## src/rtl/iiitb_icg_pkg.sv

```systemverilog
// iiitb_icg_pkg: shared FSM state type and configuration legality check for the auto clock-gating controller
package iiitb_icg_pkg;
  typedef enum logic [1:0] {
    GATED     = 2'd0,
    ACTIVE    = 2'd1,
    IDLE_PEND = 2'd2
  } icg_state_e;
  function automatic bit icg_cfg_ok(input int nch, input int idle_cycles);
    return (nch >= 1) && (nch <= 16) && (idle_cycles >= 1);
  endfunction
endpackage

```

## src/rtl/iiitb_icg_cell.sv

```systemverilog
// iiitb_icg_cell: glitch-free clock gate (negedge enable latch flop, AND gate, scan override)
// Ports: clk root clock, rst_n async active-low clear, test_en_i forces gclk_o=clk,
//        en_i enable from the posedge domain, gclk_o gated clock, en_l_o captured enable.
module iiitb_icg_cell (
  input  logic clk,
  input  logic rst_n,
  input  logic test_en_i,
  input  logic en_i,
  output logic gclk_o,
  output logic en_l_o
);
  logic en_l_q;
  // Capturing on the falling edge means the enable only moves while clk is low.
  always_ff @(negedge clk or negedge rst_n)
    if (!rst_n) en_l_q <= 1'b0;
    else en_l_q <= en_i;
  assign en_l_o = en_l_q;
  assign gclk_o = clk & (en_l_q | test_en_i);
endmodule

```

## src/rtl/iiitb_auto_icg.sv

```systemverilog
// iiitb_auto_icg: multi-channel automatic clock-gating controller with per-channel registers and gating statistics
// Ports: clk root clock, rst_n async active-low reset, test_en scan override,
//        req/force_on per-channel activity, d per-channel data (channel i at [i*W +: W]),
//        gclk gated clocks, q per-channel registers, ch_active latched enables,
//        gated_cnt per-channel saturating count of gated posedges (channel i at [i*SW +: SW]).
module iiitb_auto_icg
  import iiitb_icg_pkg::*;
#(
  parameter int NCH         = 4,
  parameter int W           = 8,
  parameter int IDLE_CYCLES = 4,
  parameter int SW          = 16
) (
  input  logic              clk,
  input  logic              rst_n,
  input  logic              test_en,
  input  logic [NCH-1:0]    req,
  input  logic [NCH-1:0]    force_on,
  input  logic [NCH*W-1:0]  d,
  output logic [NCH-1:0]    gclk,
  output logic [NCH*W-1:0]  q,
  output logic [NCH-1:0]    ch_active,
  output logic [NCH*SW-1:0] gated_cnt
);
  localparam int CW = $clog2(IDLE_CYCLES + 1);
  localparam logic [CW-1:0] LAST = CW'(IDLE_CYCLES - 1);
  localparam logic [SW-1:0] SAT = '1;
  if (!icg_cfg_ok(NCH, IDLE_CYCLES)) begin : g_bad_cfg
    $error("iiitb_auto_icg: NCH must be 1..16 and IDLE_CYCLES must be >= 1");
  end
  for (genvar i = 0; i < NCH; i++) begin : g_ch
    icg_state_e state_q, state_d;
    logic [CW-1:0] idle_cnt_q, idle_cnt_d;
    logic [W-1:0] q_q;
    logic [SW-1:0] gated_cnt_q;
    logic act, en;
    assign act = req[i] | force_on[i];
    always_ff @(posedge clk or negedge rst_n)
      if (!rst_n) begin
        state_q    <= GATED;
        idle_cnt_q <= '0;
      end else begin
        state_q    <= state_d;
        idle_cnt_q <= idle_cnt_d;
      end
    always_comb begin
      state_d    = state_q;
      idle_cnt_d = idle_cnt_q;
      case (state_q)
        GATED: begin
          state_d    = act ? ACTIVE : GATED;
          idle_cnt_d = '0;
        end
        ACTIVE: if (!act) begin
          state_d    = (IDLE_CYCLES == 1) ? GATED : IDLE_PEND;
          idle_cnt_d = (IDLE_CYCLES == 1) ? '0 : CW'(1);
        end
        IDLE_PEND: begin
          state_d    = act ? ACTIVE : (idle_cnt_q == LAST) ? GATED : IDLE_PEND;
          idle_cnt_d = (act || idle_cnt_q == LAST) ? '0 : idle_cnt_q + CW'(1);
        end
        default: begin
          state_d    = GATED;
          idle_cnt_d = '0;
        end
      endcase
    end
    // The registered enable is exactly "not GATED", so it is decoded from the state register.
    always_comb en = (state_q != GATED);
    iiitb_icg_cell u_cell (
      .clk      (clk),
      .rst_n    (rst_n),
      .test_en_i(test_en),
      .en_i     (en),
      .gclk_o   (gclk[i]),
      .en_l_o   (ch_active[i])
    );
    always_ff @(posedge gclk[i] or negedge rst_n)
      if (!rst_n) q_q <= '0;
      else q_q <= d[i*W +: W];
    assign q[i*W +: W] = q_q;
    always_ff @(posedge clk or negedge rst_n)
      if (!rst_n) gated_cnt_q <= '0;
      else if (!ch_active[i] && !test_en && gated_cnt_q != SAT) gated_cnt_q <= gated_cnt_q + SW'(1);
    assign gated_cnt[i*SW +: SW] = gated_cnt_q;
  end
endmodule

```

## config.mk

```make
export PLATFORM = sky130hd
export DESIGN_NAME = iiitb_auto_icg
export DESIGN_NICKNAME = d
export VERILOG_FILES = /design/src/rtl/iiitb_icg_pkg.sv /design/src/rtl/iiitb_icg_cell.sv /design/src/rtl/iiitb_auto_icg.sv
export SDC_FILE = /design/constraint.sdc
export NUM_CORES = 1
export LEC_CHECK = 0
export ABC_AREA = 0
export CAP_MARGIN = 20
export CELL_PAD_IN_SITES_DETAIL_PLACEMENT = 0
export CELL_PAD_IN_SITES_GLOBAL_PLACEMENT = 1
export CORE_MARGIN = 1
export CORE_UTILIZATION = 38
export DETAILED_ROUTE_END_ITERATION = 10
export PLACE_DENSITY = 0.84
export SLEW_MARGIN = 30
export SYNTH_ARGS = -nofsm -noshare
export SYNTH_HDL_FRONTEND = slang
export SYNTH_SLANG_ARGS = --single-unit
```

## constraint.sdc

```tcl
create_clock -name clk -period 2.18 [get_ports clk]
set_input_delay 0.436 -clock clk [delete_from_list [all_inputs] [get_ports clk]]
set_output_delay 0.436 -clock clk [all_outputs]
set_load 0.01 [all_outputs]
```

After elaboration in Yosys (flattened, before gate mapping) --
Cells that the tools add are included.
Word-level totals: flip-flop bits (word level) 120, logic and storage cells 117, output and inout port bits 104
Operators by class: multiplexer cells 32, bitwise gates (word level) 12, add/sub/neg operators 8, eq/ne operators 20, reduce and logical (&&, ||, !) cells 25
Operators with widths (number):
- 16-bit by 1-bit adder with 16-bit output, second input constant | 4
- 16-bit inequality test, second input constant | 4
- 2-bit 2-to-1 mux | 12
- 3-bit 2-to-1 mux | 8
- 2-bit case mux with 3 select lines | 4
- 3-bit case mux with 2 select lines | 4
- 3-bit by 1-bit adder with 3-bit output, second input constant | 4
- 3-bit by 2-bit == test with 1-bit output, second input constant | 4
- 2-bit by 1-bit == test with 1-bit output, second input constant | 4
- 2-bit == test, second input constant | 4
- 1-bit logical AND | 8
- 2-bit logical NOT | 4
- 2-bit inequality test, second input constant | 4
- 1-bit bitwise OR | 8
- 2-bit nonzero test | 4
- 1-bit logical NOT | 5
- 1-bit AND | 4
- 1-bit logical OR | 4
- 1-bit 2-to-1 mux | 4

Longest topological paths before layout --
Gate-level depths: netlist of run 1.
depth after elaboration 4, mapped depth 6, gate-level depth less buffers 6

By module --
From an unflattened synthesis of run 1, not the netlist that was laid out.
Second synthesis, totals: cell total of the unflattened synthesis 455, area, all modules 5427.7 µm²
Modules (own cells, without submodules):
- iiitb_auto_icg | times used 1, area each 5297.6 µm², cells an instance 447
- iiitb_icg_cell | times used 4, area each 32.5 µm², cells an instance 2

==> impl_results.md, run 1 <==
- Outcome: complete, but fails checks
- Failing checks: negative hold slack, negative setup slack
- Distinct cells, synth: 52
- Slew Viols, Final: 0
- Initial core utilization: 39.1%
- FP Rows: 43
- Power share of the clock group: 44.6%
- First-pass iteration count of the detailed router: 4
- Min-delay worst type: in -> gate
- CP endpoint kind: primary output
- Vias in the first global route: 5194
- TritonCTS clock tree: yes
- Min Hold Slack: -0.264 ns
- CP Max Fanout: 2
- Sequential fraction of the synthesis area: 55.0%
- Critical Path Source Type: flop
- Sw Pwr: 0.00321 W
- Skew-Pair Late Insertion Delay: 0.87 ns
- Critical path origin: g_ch[2].u_cell.en_l_o$_DFF_NN0_
- DP Wirelength: 9400 um
- Switching share of total power: 30.2%
- Final hold vios: 4
- Grt ovf: 0
- WS Path Type: reg -> out
- Die Wd: 122 um
- Post-route ant nets: 0
- Crit path required time: 1.74 ns
- Worst EP arrival: 2.96 ns
- DRT iter0 DRCs: 167
- Clock transition at path regs: 0.04 ns
- Post-synth ARST share: 100%
- Area of the die: 0.0148 sq mm
- Metal-1 WL: 6380 um
- Pre-CTS WS: -0.622 ns
- Antenna violations before repair: 0
- R2r setup slk: -0.85 ns
- Final setup fails: 77
- Setup_tns: -35.46 ns
- Slew of the pin with the lowest slew margin: 0.756 ns
- Critical-path cell list: or2_4, and2_4, clkbuf_16, buf_6
- Met3 wire len: 629 um
- Beginning of the worst hold path: test_en
- Largest net degree at the start of global routing: 49
- Clock Skew: 0.0850 ns
- Crit path max-delay family: simple AND/OR/NAND/NOR gates
- Vias: 4808
- WP buf/inv: 2
- Yosys reg bits: 120
- Max Cap Viol: 0
- ANT cells: 0
- Synth Net Count: 547
- P_int: 0.00741 W
- FF-to-FF Start: g_ch[3].u_cell.en_l_o$_DFF_NN0_
- Main flop type after synthesis: dfrtp_1
- Cell area after layout: 0.00971 sq mm
- Pleak: 4.61 nW
- Placed insts: 820
- Wirelength per Cell: 16.9 um
- Placer Congestion: 0.786
- Final WS setup: -1.21 ns
- WL met2: 8530 um
- Critical R2R Capture: g_ch[3].gated_cnt_q[9]$_DFFE_PN0P_
- WL final: 16000 um
- VDD IR max: 0.416 mV
- Area of the core: 0.0139 sq mm
- Max transition margin: 49.4%
- # port buffers: 146
- IO Pins: 147
- End of the critical path: gclk[2]
- Top routing layer in use: met4
- Sequential share of power: 28.4%
- RSZ-0062 raised after global routing: yes
- Post-route DRC: 0
- Avg Cell Area, Syn: 11.5 sq um
- Pwr dens: 1090 mW/mm^2
- CP Depth: 4
- Ys Warns: 0
- Area grow syn2layout: 78.0%
- Combinational power share: 27.0%
- Synthesized area: 0.00546 sq mm
- Post-synth EDFFs: 0
- Overall routing resource usage: 22.2%
- Layout net count: 830
- CP max-delay cell: dfrtn_1
- Post-Syn Instances: 476
- Share of layout cells above drive strength 1: 32.5%
- Delay of the slowest critical-path stage: 0.35 ns
- Placed cell area: 0.00749 sq mm
- Vias per cell: 5.09
- Layout Cells excl Fill: 945
- First-pass GRT wire length: 24800 um
- Die height: 122 um
- R2R depth: 8
## sequential cells by signal, indices dropped and copies added, names as in the netlist
register / count
g_ch.gated_cnt_q: 64
g_ch.idle_cnt_q: 12
g_ch.q_q: 32
g_ch.state_q: 8
g_ch.u_cell.en_l_o: 4
## power by group through the flow
stage                     registers [W]  logic (W)  clock network, W
final                           0.00302    0.00287           0.00473
after detailed placement        0.00309    0.00228          0.000343
after CTS                       0.00301    0.00274           0.00479
after global routing            0.00308    0.00311           0.00498
after global placement          0.00306    0.00220          0.000343
after floorplan                 0.00311    0.00106          0.000340
## kinds of logic after synthesis
logic type | after synthesis | synth area share [%]
AO/OA/AOI/OAI | 45 | 5.23
flip-flops | 120 | 55.0
multiplexers | 11 | 2.27
AND/OR/NAND/NOR | 191 | 20.1
buffers and inverters | 30 | 2.75
adder cells (fa/ha/maj) | 28 | 6.42
XOR/XNOR | 51 | 8.19
## synthesized netlist by cell type (2+ instances only)
| library cell | count | area [sq um] |
|---|---|---|
| dfrtp_1 | 116 | 2900 |
| nand2_1 | 35 | 131 |
| xor2_1 | 35 | 307 |
| nor2_1 | 31 | 116 |
| ha_1 | 28 | 350 |
| nand3_1 | 27 | 135 |
| inv_1 | 18 | 67.6 |
| nand4_1 | 18 | 113 |
| o21ai_0 | 16 | 80.1 |
| xnor2_1 | 16 | 140 |
| nor3_1 | 15 | 75.1 |
| mux2_2 | 11 | 124 |
| a21oi_1 | 9 | 45.0 |
| and3_1 | 9 | 56.3 |
| buf_4 | 8 | 60.1 |
| nor4_1 | 8 | 50.1 |
| nor2b_1 | 5 | 31.3 |
| and4_1 | 4 | 35.0 |
| dfrtn_1 | 4 | 100 |
| nor4_2 | 4 | 50.1 |
| nor4b_1 | 4 | 35.0 |
| or2_2 | 4 | 25.0 |
| a31oi_1 | 3 | 18.8 |
| a32o_1 | 3 | 30.0 |
| and2_1 | 3 | 18.8 |
| clkbuf_1 | 3 | 11.3 |
| nand2b_1 | 3 | 18.8 |
| nor3b_1 | 3 | 22.5 |
| and3b_1 | 2 | 17.5 |
| nand4b_1 | 2 | 17.5 |
| nor4_4 | 2 | 42.5 |
| o211ai_1 | 2 | 15.0 |
| o21a_1 | 2 | 15.0 |
| o311ai_0 | 2 | 17.5 |
| o31ai_1 | 2 | 15.0 |
| or3_1 | 2 | 12.5 |
| or4_1 | 2 | 15.0 |
## metal layers
layer  track usage (%)  up-vias
met5             0.694        -
met4              15.4        0
met3              5.99       40
met2              37.7      141
met1              24.0     2374
li1                  -     2253
## worst register-to-register path: stages, from the launching register on
cell	delay (ns)
dfrtn_1	0.34
or2_4	0.25
buf_4	0.14
buf_6	0.10
buf_6	0.12
or4_4	0.47
buf_6	0.15
o21ai_2	0.12
o21ai_1	0.07
## cell usage in the layout (no fill, tap or decap), types with 3 or more instances in the layout
cell	n
or2_2	4
dlygate4sd3_1	27
mux2_4	7
a21oi_2	3
dlygate4sd2_1	56
clkdlybuf4s50_1	63
xor2_1	34
clkinv_2	3
xnor2_1	14
and2_4	3
and3_1	8
nor3_1	5
a32o_1	3
dfrtn_1	4
buf_6	35
nand4_1	18
nor2_2	3
nand2_1	32
nor3_4	8
nand3_2	7
mux2_2	4
nor2_1	19
a31oi_1	3
nor2_4	9
dfrtp_2	18
inv_1	18
o21ai_0	12
nand3_1	21
or4_4	3
and4_1	4
nor2b_1	3
buf_4	56
a21oi_1	5
ha_1	28
dlymetal6s2s_1	18
clkbuf_16	37
nor4_4	12
dfrtp_1	98
## cell type report
cell class              instances  area [sq um]
clock inverters                 6          83.8
fillers                       933          4230
flip-flops and latches        120          3030
repair buffers                247          2360
multi-input cells             326          2930
inverters                      18          67.6
clock buffers                  48          1020
well taps                     180           225
## worst min path at each step
stage	to	slack, ns	depth (start not counted)
finish	clock gate	-0.26	2
global route	clock gate	-0.24	2
CTS	clock gate	-0.27	2
detailed placement	clock gate	-0.01	2
global placement	clock gate	-0.006	2
floorplan	clock gate	-0.49	2
## stage by stage
step	util, %	power [W]
6_report	69.7	0.0106
5_1_grt	69.7	0.0112
4_1_cts	67.0	0.0105
3_5_place_dp	53.8	0.00571
3_3_place_gp	53.8	0.00560
2_1_floorplan	-	0.00451
## what timing repair did
action | 4_1_cts | 5_1_grt
setup buffers | 50 | 14
hold buffers | 14 | 13
resized for setup | 198 | 54
hold endpoints to repair | 109 | 17
pin swaps | 47 | 42
setup endpoints to repair | 147 | 96
Power figures use the tool's default switching activity.
==> run 2: changes to the inputs <==
--- a/config.mk
+++ b/config.mk
@@ -6,6 +6,7 @@
 export NUM_CORES = 1
 export LEC_CHECK = 0
 export ABC_AREA = 0
+export ABC_CLOCK_PERIOD_IN_PS = 2180
 export CAP_MARGIN = 20
 export CELL_PAD_IN_SITES_DETAIL_PLACEMENT = 0
 export CELL_PAD_IN_SITES_GLOBAL_PLACEMENT = 1
==> constraint.sdc (replaced) <==
create_clock -name clk -period 2.18 [get_ports clk]
set_input_delay 0.218 -clock clk [delete_from_list [all_inputs] [get_ports clk]]
set_output_delay 0.218 -clock clk [all_outputs]
set_load 0.01 [all_outputs]
==> run 2 against run 1 <==
Against the previous run:
- largest power group unchanged
- via count shrank 2.6%
- final cell count shrank 3.5%
- clock skew is essentially flat
- critical endpoint is now gclk[3]
- the run still ends with negative hold slack, negative setup slack left
- first-iteration DRC count is the same
- setup slack gained 0.35 ns
- non-clock buffer count shrank 28
- flip-flop and latch count is the same
==> impl_results.md, run 2 (synthesis results as in run 1) <==
- Vias per cell: 5.13 (was 5.09)
- WS Path Type: reg -> out (unchanged)
- Overall routing resource usage: 22.5% (was 22.2%)
- CP max-delay cell: dfrtn_1 (unchanged)
- Pre-CTS WS: -0.512 ns (was -0.622 ns)
- Post-route DRC: 0 (unchanged)
- Outcome: complete, but fails checks (unchanged)
- Placer Congestion: 0.810 (was 0.786)
- Reg with most FFs: g_ch.gated_cnt_q (unchanged)
- Placed insts: 820 (unchanged)
- Largest regs: g_ch.gated_cnt_q (64), g_ch.q_q (32), g_ch.idle_cnt_q (12) (unchanged)
- Die height: 122 um (unchanged)
- Critical path origin: g_ch[3].u_cell.en_l_o$_DFF_NN0_ (was g_ch[2].u_cell.en_l_o$_DFF_NN0_)
- Area grow syn2layout: 70.8% (was 78.0%)
- IO Pins: 147 (unchanged)
- Max transition margin: 49.9% (was 49.4%)
- Delay of the slowest critical-path stage: 0.34 ns (was 0.35 ns)
- FP Rows: 43 (unchanged)
- Max FFs per register: 64 (unchanged)
- Antenna violations before repair: 0 (unchanged)
- Die Wd: 122 um (unchanged)
- RSZ-0062 raised after global routing: yes (unchanged)
- Layout net count: 797 (was 830)
- DP Wirelength: 9860 um (was 9400 um)
- Crit path max-delay family: simple AND/OR/NAND/NOR gates (unchanged)
- Placed cell area: 0.00748 sq mm (was 0.00749 sq mm)
- Final WS setup: -0.865 ns (was -1.21 ns)
- Layout Cells excl Fill: 912 (was 945)
- Wirelength per Cell: 16.8 um (was 16.9 um)
- Share of layout cells above drive strength 1: 25.3% (was 32.5%)
- VDD IR max: 0.587 mV (was 0.416 mV)
- Critical-path cell list: or2_4, and2_4, buf_6 (was or2_4, and2_4, clkbuf_16, buf_6)
- Reg area: 0.00300 sq mm (was 0.00303 sq mm)
- Most common cell after layout, fill and taps aside: clkdlybuf4s50_1 (was dfrtp_1)
- Leading cell types in the layout, fill and taps excluded: clkdlybuf4s50_1, dfrtp_1, xor2_1 (was dfrtp_1, clkdlybuf4s50_1, buf_4, dlygate4sd2_1, clkbuf_16)
- Min Hold Slack: -0.263 ns (was -0.264 ns)
- ANT cells: 0 (unchanged)
- Post-route ant nets: 0 (unchanged)
- Vias in the first global route: 5155 (was 5194)
- Final setup fails: 74 (was 77)
- Largest net degree at the start of global routing: 52 (was 49)
- Area of the die: 0.0148 sq mm (unchanged)
- Beginning of the worst hold path: test_en (unchanged)
- FF-to-FF Start: g_ch[3].u_cell.en_l_o$_DFF_NN0_ (unchanged)
- Final hold vios: 4 (unchanged)
- # port buffers: 146 (unchanged)
- DRT iter0 DRCs: 167 (unchanged)
- WL met2: 7930 um (was 8530 um)
- Top routing layer in use: met4 (unchanged)
- Worst EP arrival: 2.83 ns (was 2.96 ns)
- CP endpoint kind: primary output (unchanged)
- Pwr dens: 1060 mW/mm^2 (was 1090 mW/mm^2)
- Core Util, Final: 66.9% (was 69.7%)
- CP Max Fanout: 2 (unchanged)
- Slew of the pin with the lowest slew margin: 0.749 ns (was 0.756 ns)
- Cell area after layout: 0.00932 sq mm (was 0.00971 sq mm)
- Skew-Pair Late Insertion Delay: 0.87 ns (about the same)
- Slew Viols, Final: 0 (unchanged)
- Setup_tns: -31.24 ns (was -35.46 ns)
- Pleak: 4.04 nW (was 4.61 nW)
- Area of the core: 0.0139 sq mm (unchanged)
- Vias: 4683 (was 4808)
- Grt ovf: 0 (unchanged)
- WP buf/inv: 1 (was 2)
- Fill cell count: 1043 (was 933)
- Met3 wire len: 842 um (was 629 um)
- Clock transition at path regs: 0.05 ns (was 0.04 ns)
- Initial core utilization: 39.1% (unchanged)
- Critical Path Source Type: flop (unchanged)
- Min-delay worst type: in -> gate (unchanged)
- Footprint of the multi-input gates: 0.00292 sq mm (was 0.00293 sq mm)
- WL final: 15300 um (was 16000 um)
- Crit path required time: 1.96 ns (was 1.74 ns)
- Failing checks: negative hold slack, negative setup slack (unchanged)
- Metal-1 WL: 6140 um (was 6380 um)
- Clock Skew: 0.0849 ns (was 0.0850 ns)
- First-pass iteration count of the detailed router: 6 (was 4)
- Max Cap Viol: 0 (unchanged)
- Cts hold-fix bufs: 34 (was 14)
- First-pass GRT wire length: 24800 um (about the same)
- TritonCTS clock tree: yes (unchanged)
==> run 2: worst paths after layout <==
check	end	slack (ns)	cells past startpoint
worst min-delay path	clock gate	-0.26	2
min in group asynchronous	g_ch[1].state_q[1]$_DFFE_PN0P_	0.07	3
worst max-delay path	gclk[3]	-0.86	3
worst max register to register	g_ch[3].gated_cnt_q[15]$_DFFE_PN0P_	-0.81	6
worst min register to register	g_ch[0].idle_cnt_q[2]$_DFFE_PN0P_	0.49	2
max in group gated	clock gate	-0.13	1
max in group asynchronous	g_ch[2].gated_cnt_q[12]$_DFFE_PN0P_	1.16	3
min in group clk	g_ch[2].state_q[0]$_DFFE_PN0P_	0.11	3
==> run 2: report_power, final <==
group	switching, W	internal, W	total, W	leakage [nW]
logic	0.00125	0.00151	0.00276	2.04
registers	0.000508	0.00256	0.00307	1.52
clock network	0.00128	0.00276	0.00404	0.478
total	0.00303	0.00683	0.00987	4.04
==> run 2: stage by stage <==
step	total power, W	hold WS (ns)
floorplan	0.00444	-0.718
global placement	0.00555	-0.0337
detailed placement	0.00564	-0.0251
CTS	0.00989	-0.320
global route	0.0104	-0.243
finish	0.00987	-0.263
==> run 2: final cells by class <==
type / instances / share of cell area (%)
sequential: 120 / 32.2
timing repair buffer: 219 / 23.4
clock buffer: 45 / 9.64
clock inverter: 4 / 0.242
tap: 180 / 2.42
inverter: 18 / 0.725
multi-input combinational: 326 / 31.3
==> run 2: repair_timing <==
action | in CTS | in global routing
pin swaps | 34 | 28
setup buffers | 15 | 11
hold endpoints to repair | 152 | 4
gates resized for setup | 121 | 30
endpoints found under the setup margin | 74 | 75
==> run 2: routing by layer <==
metal	vias up	GRT usage, %
li1	2177	-
met1	2320	24.2
met4	0	15.1
met2	153	37.8
met3	33	7.16
met5	-	0
==> run 3: changes to the inputs <==
--- a/config.mk
+++ b/config.mk
@@ -14,6 +14,7 @@
 export CORE_UTILIZATION = 38
 export DETAILED_ROUTE_END_ITERATION = 10
 export PLACE_DENSITY = 0.84
+export RECOVER_POWER = 25
 export SLEW_MARGIN = 30
 export SYNTH_ARGS = -nofsm -noshare
 export SYNTH_HDL_FRONTEND = slang
==> run 3 against run 2 <==
Against the previous run:
- the run still ends with negative hold slack, negative setup slack left
- non-clock buffer count is the same
- utilization fell by 0.072 points
- sequential share of layout area hardly changed
- critical path type unchanged
==> impl_results.md, run 3 (synthesis results as in run 1) <==
- Outcome: complete, but fails checks (unchanged)
- Failing checks: negative hold slack, negative setup slack (unchanged)
- Reg area: 0.00300 sq mm (unchanged)
- WP buf/inv: 1 (unchanged)
- Area grow syn2layout: 70.6% (was 70.8%)
- FP Rows: 43 (unchanged)
- Skew-Pair Late Insertion Delay: 0.87 ns (about the same)
- Cell area after layout: 0.00931 sq mm (was 0.00932 sq mm)
- First-pass iteration count of the detailed router: 4 (was 6)
- First-pass GRT wire length: 24800 um (unchanged)
- Largest regs: g_ch.gated_cnt_q (64), g_ch.q_q (32), g_ch.idle_cnt_q (12) (unchanged)
- RSZ-0062 raised after global routing: yes (unchanged)
- CP endpoint kind: primary output (unchanged)
- Initial core utilization: 39.1% (unchanged)
- Reg with most FFs: g_ch.gated_cnt_q (unchanged)
- Grt peak-use layer: met2 (unchanged)
- Critical R2R Capture: g_ch[3].gated_cnt_q[15]$_DFFE_PN0P_ (unchanged)
- Beginning of the worst hold path: test_en (unchanged)
- Most common cell after layout, fill and taps aside: dfrtp_1 (was clkdlybuf4s50_1)
- Max FFs per register: 64 (unchanged)
- R2R depth: 6 (unchanged)
- Setup_tns: -31.26 ns (was -31.24 ns)
- Placed cell area: 0.00748 sq mm (unchanged)
- Worst EP arrival: 2.83 ns (about the same)
- Placer Congestion: 0.810 (unchanged)
- CP max-delay cell: dfrtn_1 (unchanged)
- Largest net degree at the start of global routing: 52 (unchanged)
- Final WS setup: -0.866 ns (was -0.865 ns)
- Overall routing resource usage: 22.5% (unchanged)
- Delay of the slowest critical-path stage: 0.34 ns (about the same)
- Layout Cells excl Fill: 912 (unchanged)
- WS Path Type: reg -> out (unchanged)
- Post-route DRC: 0 (unchanged)
- Pwr dens: 1060 mW/mm^2 (about the same)
- Switching share of total power: 30.8% (was 30.7%)
- Clock Skew: 0.0834 ns (was 0.0849 ns)
- P_int: 0.00682 W (was 0.00683 W)
- Die Wd: 122 um (unchanged)
- Final hold vios: 4 (unchanged)
- Sw Pwr: 0.00303 W (about the same)
- DRT iter0 DRCs: 161 (was 167)
- Vias per cell: 5.15 (was 5.13)
- Max transition margin: 17.0% (was 49.9%)
- Sequential share of power: 31.1% (about the same)
- Hold depth: 2 (unchanged)
- Critical Path Source Type: flop (unchanged)
- Critical-path cell list: or2_4, and2_4, buf_6 (unchanged)
- TritonCTS clock tree: yes (unchanged)
- Slew Viols, Final: 0 (unchanged)
- R2r setup slk: -0.81 ns (about the same)
- Pleak: 4.04 nW (about the same)
- Footprint of the multi-input gates: 0.00292 sq mm (unchanged)
- Power share of the clock group: 41.0% (was 40.9%)
- Leading cell types in the layout, fill and taps excluded: dfrtp_1, clkdlybuf4s50_1, dlygate4sd3_1 (was clkdlybuf4s50_1, dfrtp_1, xor2_1)
- VDD IR max: 0.588 mV (was 0.587 mV)
- Core Util, Final: 66.8% (was 66.9%)
- CP Max Fanout: 2 (unchanged)
- Fill cell count: 1044 (was 1043)
- Area of the die: 0.0148 sq mm (unchanged)
- Layout net count: 797 (unchanged)
- Min Hold Slack: -0.265 ns (was -0.263 ns)
- Crit path max-delay family: simple AND/OR/NAND/NOR gates (unchanged)
- Post-route ant nets: 0 (unchanged)
- Min-delay worst type: in -> gate (unchanged)
- IO Pins: 147 (unchanged)
- Slew of the pin with the lowest slew margin: 1.24 ns (was 0.749 ns)
- DP Wirelength: 9860 um (unchanged)
- GR Util met3: 7.16% (unchanged)
- Max Cap Viol: 0 (unchanged)
- Final setup fails: 74 (unchanged)
- Combinational power share: 27.9% (was 28.0%)
- Vias: 4700 (was 4683)
- ANT cells: 0 (unchanged)
- Met1 usage: 24.2% (unchanged)
- Vias in the first global route: 5155 (unchanged)
- FF-to-FF Start: g_ch[3].u_cell.en_l_o$_DFF_NN0_ (unchanged)
- Share of layout cells above drive strength 1: 25.0% (was 25.3%)
- Crit path required time: 1.96 ns (about the same)
- Placed insts: 820 (unchanged)
- Area of the core: 0.0139 sq mm (unchanged)
- Clock transition at path regs: 0.05 ns (about the same)
- Grt ovf: 0 (unchanged)
- Die height: 122 um (unchanged)
- # port buffers: 146 (unchanged)
- Wirelength per Cell: 16.8 um (unchanged)
- Cts hold-fix bufs: 34 (unchanged)
- Antenna violations before repair: 0 (unchanged)
- WL final: 15300 um (unchanged)
- M2 GR Usage: 37.8% (unchanged)
[run 3: changes by cell type in the layout (fill, tap and decap cells not counted)]
| cell | previous run | this run |
|---|---|---|
| dlygate4sd3_1 | 34 | 58 |
| clkdlybuf4s50_1 | 137 | 113 |
| buf_4 | 26 | 23 |
| clkbuf_1 | 4 | 6 |
| clkbuf_2 | 0 | 1 |
[run 3: layer usage]
| layer | vias to the layer above | wire (um) | part of all wire (%) |
|---|---|---|---|
| li1 | 2180 | - | - |
| met1 | 2325 | 6140 | 40 |
| met2 | 156 | 7870 | 51 |
| met3 | 39 | 814 | 5.3 |
| met4 | 0 | 455 | 3.0 |
| met5 | - | 0 | 0 |
[run 3: worst max path at each step]
stage,cells past startpoint,startpoint,end
floorplan,5,g_ch[2].u_cell.en_l_o$_DFF_NN0_,g_ch[2].gated_cnt_q[7]$_DFFE_PN0P_
global route,3,g_ch[3].u_cell.en_l_o$_DFF_NN0_,gclk[3]
finish,3,g_ch[3].u_cell.en_l_o$_DFF_NN0_,gclk[3]
CTS,3,g_ch[3].u_cell.en_l_o$_DFF_NN0_,gclk[3]
detailed placement,3,g_ch[2].u_cell.en_l_o$_DFF_NN0_,gclk[2]
global placement,3,g_ch[2].u_cell.en_l_o$_DFF_NN0_,gclk[2]
[run 3: area by class of cell]
cell class | count | area share [%]
timing repair buffer | 219 | 23.3
clock inverter | 4 | 0.242
clock buffer | 45 | 9.65
multi-input combinational | 326 | 31.4
inverter | 18 | 0.726
sequential | 120 | 32.3
tap | 180 | 2.42
[run 3: power by group through the flow]
stage          clock network [W]  registers, W  logic [W]
2_1_floorplan           0.000272       0.00311    0.00106
3_5_place_dp            0.000303       0.00308    0.00226
4_1_cts                  0.00415       0.00306    0.00268
3_3_place_gp            0.000303       0.00306    0.00219
5_1_grt                  0.00427       0.00313    0.00301
6_report                 0.00404       0.00307    0.00275
[run 3: stage by stage]
stage	power (W)	setup WS [ns]	hold slack, ns
after floorplan	0.00444	-0.412	-0.718
after global placement	0.00555	-0.473	-0.0337
after detailed placement	0.00564	-0.512	-0.0251
after CTS	0.00989	-0.901	-0.320
after global routing	0.0104	-0.896	-0.243
final	0.00986	-0.866	-0.265
[run 3: what timing repair did]
action / 4_1_cts / 5_1_grt
endpoints found under the hold margin: 152 / 4
endpoints found under the setup margin: 74 / 75
pin swaps: 34 / 28
setup buffers: 15 / 11
resized for setup: 121 / 30
